--- config.mk ---
export PLATFORM = sky130hd
export DESIGN_NAME = sta_prbs7_lfsr
export DESIGN_NICKNAME = d
export VERILOG_FILES = /design/src/rtl/sta_pkg.sv /design/src/rtl/sta_prbs7_lfsr.sv
export SDC_FILE = /design/constraint.sdc
export NUM_CORES = 1
export LEC_CHECK = 0
export CAP_MARGIN = 10
export CORE_AREA = 2 2 39 41
export CTS_CLUSTER_DIAMETER = 100
export DETAILED_ROUTE_END_ITERATION = 6
export DIE_AREA = 0 0 41 43
export PLACE_DENSITY = 0.49
export SKIP_LAST_GASP = 1
export SLEW_MARGIN = 25
export SYNTH_ARGS = -nofsm -noshare
export SYNTH_HDL_FRONTEND = slang
export SYNTH_SLANG_ARGS = --single-unit
--- constraint.sdc ---
create_clock -name clk -period 1.8 [get_ports clk]
set_clock_uncertainty 0.15 [all_clocks]
set_input_delay 0.36 -clock clk [delete_from_list [all_inputs] [get_ports clk]]
set_output_delay 0.36 -clock clk [all_outputs]
set_load 0.01 [all_outputs]
--- src/rtl/sta_pkg.sv ---
// Shared types and PRBS7 (x^7+x^6+1) constants for the timing-path test structure.
package sta_pkg;

   typedef enum logic [1:0] {IDLE, SEED, CHECK, LOCKED} sta_chk_state_t;

   localparam int PRBS7_W      = 7;
   localparam int PRBS7_TAP_HI = 6;
   localparam int PRBS7_TAP_LO = 5;

endpackage

--- src/rtl/sta_prbs7_lfsr.sv ---
// PRBS7 shift register: shifts i_din in at the LSB end, o_pred is the next expected bit.
// Shared between the capture checker and the launch-side generator.
module sta_prbs7_lfsr
   import sta_pkg::*;
(
   input  logic clk,
   input  logic rst_n,
   input  logic i_clr,
   input  logic i_shift_en,
   input  logic i_din,
   output logic o_pred,
   output logic o_next_zero
);

   logic [PRBS7_W-1:0] r_lfsr;

   always_ff @(posedge clk or negedge rst_n) begin
      if (!rst_n) begin
         r_lfsr <= '0;
      end else if (i_clr) begin
         r_lfsr <= '0;
      end else if (i_shift_en) begin
         r_lfsr <= {r_lfsr[PRBS7_W-2:0], i_din};
      end
   end

   assign o_pred = r_lfsr[PRBS7_TAP_HI] ^ r_lfsr[PRBS7_TAP_LO];

   // Flags the all-zero lock-up state the register would hold after this shift.
   assign o_next_zero = ({r_lfsr[PRBS7_W-2:0], i_din} == '0);

endmodule

=== After elaboration in Yosys (flattened, before gate mapping) ===
Index checks and enable logic that the tools add are counted.

* Register bits after elaboration: 7
* Bits of input ports: 5
* Output and inout port bits: 2
* Word-level logic and storage cells: 6

* Multiplexer cells: 2
* Bitwise gates (word level): 1
* Reduce and logical (&&, ||, !) cells: 2

{| class="wikitable"
|+ Operators by type and width
! operator !! count
|-
| 7-bit two-way mux || 2
|-
| 7-bit logical NOT || 1
|-
| 2-bit nonzero test || 1
|-
| 1-bit bitwise XOR || 1
|}

=== Longest topological paths before layout ===
* Depth after elaboration: 2
* Depth in mapped cells: 3
* Mapped depth without buffers: 2

=== Least setup slack after synthesis ===
Ideal clock, no wire load.

* Kind: register to output
* From: register r_lfsr[0]
* To: output port o_next_zero
* Arrival: 1.131 ns
* Required time: 1.290 ns
* Slack: 0.159 ns
* Stages on the path, launching flop included: 3
* Path through: dfrtp_1 or4_1 nor4_2

* Longest elaborated chain between the ends: 1

{| class="wikitable"
|+ Ends and longest elaborated chain
! element !! RTL line !! RTL
|-
| start, declared || sta_prbs7_lfsr.sv:15 || <nowiki>logic [PRBS7_W-1:0] r_lfsr;</nowiki>
|-
| start signal, assigned || sta_prbs7_lfsr.sv:23 || <nowiki>r_lfsr <= {r_lfsr[PRBS7_W-2:0], i_din};</nowiki>
|-
| 7-bit logical NOT || sta_prbs7_lfsr.sv:30 || <nowiki>assign o_next_zero = ({r_lfsr[PRBS7_W-2:0], i_din} == '0);</nowiki>
|-
| end, declared || sta_prbs7_lfsr.sv:12 || <nowiki>output logic o_next_zero</nowiki>
|}

No other way between the ends.

=== Worst setup path after layout ===
* From: input port i_din
* To: output port o_next_zero

* Longest elaborated chain between the ends: 1

{| class="wikitable"
|+ Ends and longest elaborated chain
! element !! RTL line !! RTL
|-
| start, declared || sta_prbs7_lfsr.sv:10 || <nowiki>input logic i_din,</nowiki>
|-
| 7-bit logical NOT || sta_prbs7_lfsr.sv:30 ||
|}

No other way between the ends.

==> results.rst <==
.. list-table::
   :header-rows: 1

   * - Metric
     - Value
   * - FF-to-FF Start
     - r_lfsr[5]$_DFFE_PN0P_
   * - Synth warn
     - 0
   * - Largest net degree at the start of global routing
     - 8
   * - Number of iterations in the first detailed-routing pass
     - 2
   * - Iteration-0 DRC count of the detailed router
     - 1
   * - Maximum Capacitance Violations
     - 0
   * - Cells after Synth
     - 25
   * - Initial antenna violation count
     - 0
   * - Layout cell share with drive strength beyond 1
     - 24.3%
   * - Buffer type at the clock tree root
     - sky130_fd_sc_hd__clkbuf_4
   * - # setup viols final
     - 1
   * - Slowest stage cell on the critical path
     - sky130_fd_sc_hd__or4_4
   * - Area of the placeable core
     - 1380 sq um
   * - Depth of the worst register-to-register path
     - 3
   * - Remaining global-route overflow
     - 0
   * - Endpoint required time on the critical path
     - 1290 ps
   * - Adder-cell share of the synthesized area
     - 0%
   * - Post-synthesis compound-gate area fraction
     - 0%
   * - Registers with the most flip-flops
     - r_lfsr (7)
   * - Die X
     - 41 microns
   * - Met3 global-route usage
     - approximately 3.1%
   * - Placer Congestion
     - 0.636
   * - Element type at the critical path start
     - input pin
   * - Parity-gate share of the synthesized area counting xor and xnor cells
     - under 10%
   * - Final standard cell area without fillers
     - 434 sq um
   * - Post-place instance area
     - 403 sq um
   * - Share of synthesized area occupied by flip-flops and latches
     - 57.4%
   * - Nets in the synthesized netlist
     - 30
   * - Grt met1 use
     - between 7 and 8%
   * - Post-DR wirelength/cell
     - around 10 microns
   * - Count of buffer and inverter cells on the critical path
     - 2
   * - Clk pin slew, worst setup/hold paths
     - 50 ps
   * - Setup repair after global routing missed its margin
     - true
   * - Post-CTS Hold Fix Bufs
     - 0
   * - Post-CTS setup buffers
     - 0
   * - Total via count after detailed routing
     - about 220
   * - Later-pin clock latency in the skew report
     - 240 ps
   * - Worst-case setup margin in the final layout
     - -145 ps
   * - Normalized max-slew margin
     - 74.2%
   * - Highest net fanout along the worst path
     - 2
   * - Number of library cell types mapped by synthesis
     - 7
   * - GR Util All Layers
     - 9.10%
   * - Internal reg-to-reg setup slack
     - 820 ps
   * - R2r endpoint
     - r_lfsr[5]$_DFFE_PN0P_
   * - Pin slew with the least headroom to its limit
     - just under 400 ps
   * - TritonCTS sink count
     - 7
   * - Area of the die
     - around 1800 sq um
   * - Largest buffer count on any clock path
     - 2
   * - Largest family of logic cells by synthesized area
     - multiplexers
   * - Power density normalized to cell area
     - 760 nW/um^2
   * - Input/output buffers
     - 6
   * - Delay of the slowest critical-path stage
     - 540 ps
   * - Area fraction in and, or, nand and nor cells after synthesis
     - between 10% and 20%
   * - Vertical die dimension
     - 43 microns
   * - Global-route track usage on met2
     - 14.1%
   * - DRC violations left
     - 0
   * - Peak-usage layer in the global routing report
     - met2
   * - Pins Over Slew Limit
     - 0
   * - Cell family contributing the most delay on the critical path
     - simple AND/OR/NAND/NOR gates
   * - Post-synthesis mux area share
     - 23.0%
   * - F_max
     - between 500 and 600 MHz
   * - DR vias/cell
     - 4.21
   * - First-pass GRT wire length
     - between 1000 and 1500 microns
   * - Run status
     - finished with violations
   * - Via count of the first global-routing pass
     - 253
   * - Wire length reported by the detailed router
     - 544 microns
   * - Number of CTS-inserted buffers
     - 3
   * - Cell row count
     - 14
   * - Worst-path cell chain
     - dlygate4sd2_1 > or4_4 > nor4_4 > buf_2
   * - Synth-to-layout area growth
     - 42.2%
   * - Final standard cell utilization of the core
     - between 30% and 40%
   * - Number of routed nets with antenna violations
     - 0
   * - Portion of the clock cycle consumed by the worst path in the final layout
     - 108%
   * - Combined area of all synthesized cells
     - 305 sq um
   * - Classification of the worst setup path
     - input pin to output pin
   * - Failing checks
     - negative setup slack
   * - Post-synthesis register bit count
     - 7
   * - Effective utilization at floorplan
     - 22.1%
   * - Max rail drop VDD
     - 0.000189 V
   * - Hold Path Class
     - input pin to async pin
   * - Number of hold-slack violations in the final timing report
     - 0
   * - Total inserted antenna cells
     - 0
   * - Total Nets Final
     - 43
   * - Worst EP arrival
     - 1440 ps
   * - Clock tree from TritonCTS
     - done
   * - Setup crit end kind
     - output pin
   * - Flip-flop count of the largest register, all copies and words added
     - 7
   * - Pleak
     - 0.000228 uW
   * - Period minus WS final
     - 1950 ps
   * - Average cell area after synthesis
     - 12.2 sq um
   * - Biggest register
     - r_lfsr
   * - Max H-tree Level
     - 1
   * - Number of ports placed on the die boundary
     - 7
   * - Most frequent cells in the layout
     - sky130_fd_sc_hd__mux2i_1 (7), sky130_fd_sc_hd__nor2_1 (7), sky130_fd_sc_hd__dfrtp_1 (7)
-- what timing repair did --
action	CTS	global route
gates resized for setup	7	1
endpoints found under the setup margin	2	1
cloned	0	0
pin swaps	2	2
-- report_power, final --
group          internal (uW)  switching [uW]
Clock                   84.0            49.5
Sequential               160            2.34
Combinational           19.1            14.7
Total                    264            66.6
-- routing by layer --
metal,wire [microns],vias up
met5,0,-
met3,34,2
li1,-,113
met2,308,4
met4,8,0
met1,192,104
-- stage by stage --
stage                     hold WS, ps  worst slack, ps  power (uW)  TNS (ps)  std cells
final                             220             -145         330      -145         53
after global routing              248             -220         353      -220         53
after CTS                         221             -320         339      -320         53
after detailed placement          409             -745         199      -745         49
after global placement            372             -702         198      -702         49
after floorplan                 -85.6              159         179         0         25
-- cell type report --
cell class                      count  area (sq um)
Multi-Input combinational cell     17           138
Timing Repair Buffer                9          75.1
Tap cell                           16          20.0
Sequential cell                     7           175
Clock buffer                        4          26.3
Fill cell                         156           950
-- worst register-to-register path: stages (launching register included) --
cell and delay, ps:
sky130_fd_sc_hd__dfrtp_1 380, sky130_fd_sc_hd__buf_4 150, sky130_fd_sc_hd__mux2i_1 130, sky130_fd_sc_hd__nor2_1 60
-- how the worst max path moves through the flow --
stage | start | end | slack, ps | depth (start not counted)
2_1_floorplan | r_lfsr[0]$_DFFE_PN0P_ | o_next_zero | 160 | 2
3_3_place_gp | i_din | o_next_zero | -700 | 4
3_5_place_dp | i_din | o_next_zero | -740 | 4
4_1_cts | r_lfsr[3]$_DFFE_PN0P_ | o_next_zero | -320 | 3
5_1_grt | r_lfsr[3]$_DFFE_PN0P_ | o_next_zero | -220 | 3
6_report | i_din | o_next_zero | -150 | 4
-- cell families after synthesis --
group,Yosys count
muxes,7
and+or+nand+nor,9
DFF,7
xor gates and xnor gates,1
buffers and inverters,1
-- synth_stat cells --
cell type / count / area, sq um
sky130_fd_sc_hd__buf_2: 1 / 5.00
sky130_fd_sc_hd__dfrtp_1: 7 / 175
sky130_fd_sc_hd__mux2i_1: 7 / 70.1
sky130_fd_sc_hd__nor2_1: 7 / 26.3
sky130_fd_sc_hd__nor4_2: 1 / 12.5
sky130_fd_sc_hd__or4_1: 1 / 7.51
sky130_fd_sc_hd__xor2_1: 1 / 8.76
(Power assumes the default switching activity.)
